--- src/rtl/fetch_unit.sv ---
// Instruction fetch front end: walks the PC, issues one memory request at a
// time and pushes {pc, instr} into the downstream instruction FIFO.
//
// state | meaning
// ------+---------------------------------------------------------------
// REQ   | request valid on imem_req_addr = pc, waiting for imem_req_ready
// WAIT  | one request outstanding, waiting for imem_resp_valid
// HOLD  | fetched entry held in hold_pc/hold_instr, waiting to push
// DROP  | squashed request outstanding; its response will be discarded
module fetch_unit #(
    parameter int              XLEN     = 32,
    parameter logic [XLEN-1:0] RESET_PC = '0
) (
    input  logic              clk,
    input  logic              reset,
    output logic              imem_req_valid,
    output logic [XLEN-1:0]   imem_req_addr,
    input  logic              imem_req_ready,
    input  logic              imem_resp_valid,
    input  logic [XLEN-1:0]   imem_resp_data,
    output logic              fifo_write_en,
    output logic [2*XLEN-1:0] fifo_write_data,
    input  logic              fifo_full,
    input  logic              redirect_valid,
    input  logic [XLEN-1:0]   redirect_pc
);

    typedef enum logic [1:0] {
        REQ  = 2'd0,
        WAIT = 2'd1,
        HOLD = 2'd2,
        DROP = 2'd3
    } state_e;

    state_e          state_q, state_d;
    logic [XLEN-1:0] pc_q, pc_d;
    logic [XLEN-1:0] req_pc_q, req_pc_d;
    logic [XLEN-1:0] hold_pc_q, hold_pc_d;
    logic [XLEN-1:0] hold_instr_q, hold_instr_d;
    logic [XLEN-1:0] redirect_target;
    logic            req_fire;

    // Low two bits of the redirect address are dropped to keep fetch word-aligned.
    assign redirect_target = redirect_pc & ~XLEN'(3);

    assign imem_req_addr   = pc_q;
    assign fifo_write_data = {hold_pc_q, hold_instr_q};

    // Next-state, datapath updates and handshake outputs; redirect overrides last.
    always_comb begin
        state_d        = state_q;
        pc_d           = pc_q;
        req_pc_d       = req_pc_q;
        hold_pc_d      = hold_pc_q;
        hold_instr_d   = hold_instr_q;
        imem_req_valid = (state_q == REQ) && !reset;
        fifo_write_en  = (state_q == HOLD) && !fifo_full && !redirect_valid;
        req_fire       = imem_req_valid && imem_req_ready;

        case (state_q)
            REQ: begin
                if (req_fire) begin
                    req_pc_d = pc_q;
                    pc_d     = pc_q + XLEN'(4);
                    state_d  = WAIT;
                end
            end
            WAIT: begin
                if (imem_resp_valid) begin
                    hold_pc_d    = req_pc_q;
                    hold_instr_d = imem_resp_data;
                    state_d      = HOLD;
                end
            end
            HOLD: begin
                if (fifo_write_en) begin
                    state_d = REQ;
                end
            end
            DROP: begin
                if (imem_resp_valid) begin
                    state_d = REQ;
                end
            end
            default: state_d = REQ;
        endcase

        if (redirect_valid) begin
            pc_d         = redirect_target;
            hold_pc_d    = hold_pc_q;
            hold_instr_d = hold_instr_q;
            case (state_q)
                REQ:     state_d = req_fire ? DROP : REQ;
                WAIT:    state_d = imem_resp_valid ? REQ : DROP;
                HOLD:    state_d = REQ;
                // A response landing in the same cycle retires the squashed
                // request, so there is nothing left to wait for.
                DROP:    state_d = imem_resp_valid ? REQ : DROP;
                default: state_d = REQ;
            endcase
        end
    end

    // State and datapath registers with synchronous reset.
    always_ff @(posedge clk) begin
        if (reset) begin
            state_q      <= REQ;
            pc_q         <= RESET_PC;
            req_pc_q     <= '0;
            hold_pc_q    <= '0;
            hold_instr_q <= '0;
        end else begin
            state_q      <= state_d;
            pc_q         <= pc_d;
            req_pc_q     <= req_pc_d;
            hold_pc_q    <= hold_pc_d;
            hold_instr_q <= hold_instr_d;
        end
    end

endmodule

--- config.mk ---
export PLATFORM = sky130hd
export DESIGN_NAME = fetch_unit
export DESIGN_NICKNAME = d
export VERILOG_FILES = /design/src/rtl/fetch_unit.sv
export SDC_FILE = /design/constraint.sdc
export NUM_CORES = 1
export LEC_CHECK = 0
export BUFFER_PORTS_ARGS = -buffer_cell sky130_fd_sc_hd__buf_2
export CORE_ASPECT_RATIO = 0.9
export CORE_MARGIN = 3
export CORE_UTILIZATION = 54
export DETAILED_ROUTE_END_ITERATION = 10
export PLACE_DENSITY = 0.84
export SLEW_MARGIN = 5
export SYNTH_ARGS = -nofsm -noshare
export SYNTH_HDL_FRONTEND = slang
export SYNTH_SLANG_ARGS = --single-unit
--- constraint.sdc ---
create_clock -name clk -period 3.4 [get_ports clk]
set_input_delay 0.17 -clock clk [delete_from_list [all_inputs] [get_ports clk]]
set_output_delay 0.17 -clock clk [all_outputs]
set_load 0.02 [all_outputs]
==> flow_summary.toml <==
[placement]
gp_congestion = 0.825
placed_cells = 861
port_buffers = 161
dp_hpwl_um = 8390

[sta]
final-hold-violation-count = 0
finalSetupViolCount = 0
timing.final.crit_period_ps = 2460
finalSetupTns_ps = 0
fin_skew_ps = 9.98
worst_slew_pin_slew_ps = 1120
clock.fmax_mhz = 407
slew_violations = 0
relSlewSlack_pct = 24.9
period_share_pct = 72.3
hold_ws_ps = 77.1
rsz0062_at_grt = "false"

[cts]
root_buffer = "clkbuf_8"
path_clk_slew_ps = 60
htreeDepth = 4
numCtsBuffers = 17
clk_latency_ps = 510
cts_sinks = 124
cts_tree = "built"
cts_buffer_depth = 2

[power_and_ir_drop]
ir_worst_vdd_uv = 333
cellPowerDensity_nw_per_um2 = 490
power.leakage_nw = 2.85
total_power_w = 0.00346

[synth]
synth.distinct_cells = 40
syn_inst = 617
syn_area_um2 = 5100
synth_top_area_share_pct = 48.6
synth_seq_cells = 124
synth_ff_type = "dfxtp_1"
ys_seq_area_share_pct = 48.6
synth_edf_count = 0
ys_warn_count = 0
async_flop_share_pct = 0
yosys-top-cells-area = "dfxtp_1, nand2_1, a21oi_1"
synth_top_cell_by_area = "dfxtp_1"
syn_avg_cell_area_um2 = 8.27

[worst_hold_path]
hold_class = "in2reg"

[flow_run]
drv_cap = 0

[detailed_routing]
via_count = 5052
routed_wl_um = 14300
first_pass_iters = 5
wire_per_inst_um = 14.9
route.detailed.drc = 0
ant_nets = 0
avgViaCountPerCell = 5.29
first_iter_violations = 298

[grt]
grt_pass1_wl_um = 23300
grt_start_max_net_pins = 86
grt_pass1_vias = 4957
antenna_found_initial = 0
grt_usage_pct = 27.0
overflow = 0

[final_layout]
final_util_pct = 77.0
n_antenna_cell = 0
drive_above_1_share_pct = 25.7
fill_cells = 629
syn2layout_area_growth_pct = 38.3
fin_nets = 892
finalNonFillerCells = 955

[floorplan]
start_util_pct = 55.7
core_area_um2 = 9170
ios = 168
dieArea_um2 = 10700
rows = 33
dieWidth_um = 108
die_h_um = 98.2

[setup_path]
required_ps = 3820
crit_buf_inv = 1
cp_top_family = "simple AND/OR/NAND/NOR gates"
worstPathArrival_ps = 2880
cp_slowest_cell = "nor4b_4"
slowest_delay_ps = 660
crit_chain = "nor4b_4 > buf_4 > nand4_4 > nor3_1 > xnor2_1 > a211oi_1"
critPathMaxFanout = 14
startpoint_type = "flop"
crit_path_end_kind = "flop"
critPathKind = "reg2reg"

[outcome]
status = "finished, final reports clean"
==> through the flow <==
| stage | setup slack, ps | instance area, um^2 |
|---|---|---|
| after global routing | 797 | 7060 |
| final | 943 | 7060 |
| after CTS | 1010 | 7060 |
| after global placement | 1130 | 5910 |
| after floorplan | 1490 | 5120 |
| after detailed placement | 1030 | 5910 |
==> kinds of logic after synthesis <==
| family | after synthesis | synth area share (%) |
|---|---|---|
| AO/OA/AOI/OAI | 127 | 14.3 |
| XOR/XNOR | 28 | 4.80 |
| adder cells (fa/ha/maj) | 1 | 0.245 |
| buffers and inverters | 51 | 4.41 |
| flip-flops | 124 | 48.6 |
| multiplexers | 2 | 0.392 |
| other | 1 | 0.0735 |
| AND/OR/NAND/NOR | 283 | 27.1 |
==> power by group <==
part | internal, W | switching, W
Sequential | 0.00151 | 0.0000590
Combinational | 0.000153 | 0.000177
Clock | 0.000961 | 0.000606
==> sequential cells by signal (all words and copies together) (netlist names) <==
name	cells
state_q	2
hold_instr_q	32
req_pc_q	30
imem_req_addr	30
hold_pc_q	30
==> cells in the final DEF (no fill, tap or decap), drive strengths merged <==
cell         count
a211oi          22
a21oi           67
a221oi           1
a31oi            1
and2             5
and3             3
and4             6
buf            166
clkbuf          24
clkinv           6
clkinvlp         2
conb             4
dfxtp          124
dlygate4sd3     63
ha               1
inv              3
mux2i            2
nand2          167
nand2b          29
nand3           10
nand4            8
nor2            32
nor2b            1
nor3             9
nor3b            1
nor4             9
nor4b            3
o21ai           32
o21bai           2
o31ai            2
xnor2           20
xor2             8
==> per-layer routing <==
metal	routed length [um]	vias up	GRT usage [%]
met2	6980	244	44.8
met3	1110	46	7.87
met1	5730	2300	32.3
li1	-	2462	-
met4	446	0	11.7
met5	0	-	0
==> cell usage after synthesis (2+ instances only) <==
| library cell | count |
|---|---|
| a211oi_1 | 18 |
| a211oi_2 | 4 |
| a21oi_1 | 67 |
| and2_1 | 5 |
| and3_1 | 2 |
| and4_1 | 6 |
| buf_2 | 3 |
| buf_4 | 4 |
| buf_6 | 2 |
| clkbuf_1 | 37 |
| dfxtp_1 | 124 |
| inv_1 | 3 |
| mux2i_1 | 2 |
| nand2_1 | 167 |
| nand2b_1 | 29 |
| nand3_1 | 9 |
| nand4_1 | 6 |
| nand4_4 | 2 |
| nor2_1 | 32 |
| nor3_1 | 9 |
| nor4_2 | 8 |
| nor4b_1 | 2 |
| o21ai_0 | 32 |
| o21bai_1 | 2 |
| xnor2_1 | 20 |
| xor2_1 | 8 |
==> worst paths after layout <==
check	from	end	slack, ps	depth (start not counted)
setup / recovery	state_q[0]	imem_req_addr[23]	940	6
hold / removal	redirect_valid	imem_req_addr[4]	80	3
setup reg to reg	state_q[0]	imem_req_addr[23]	940	6
hold reg to reg	req_pc_q[24]	hold_pc_q[24]	450	2
==> worst register-to-register path, stage by stage (launching register included) <==
cell and delay (ps):
dfxtp_1 400, nor4b_4 660, buf_4 330, nand4_4 240
nor3_1 350, xnor2_1 150, a211oi_1 240
==> timing repair <==
action / 4_1_cts / 5_1_grt
hold buffers: 63 / 0
gates resized for setup: 0 / 0
endpoints found under the hold margin: 63 / 0
setup buffers: 0 / 0
==> layout make-up <==
cell class,count,area (um^2),share of cell area (%)
multi-input cells,445,2410,34.2
flip-flops and latches,124,2480,35.2
repair buffers,229,1480,20.9
clock buffers,24,480,6.81
clock inverters,7,40.0,0.567
well taps,122,153,2.16
inverters,4,15.0,0.213
(Power assumes the default switching activity.)
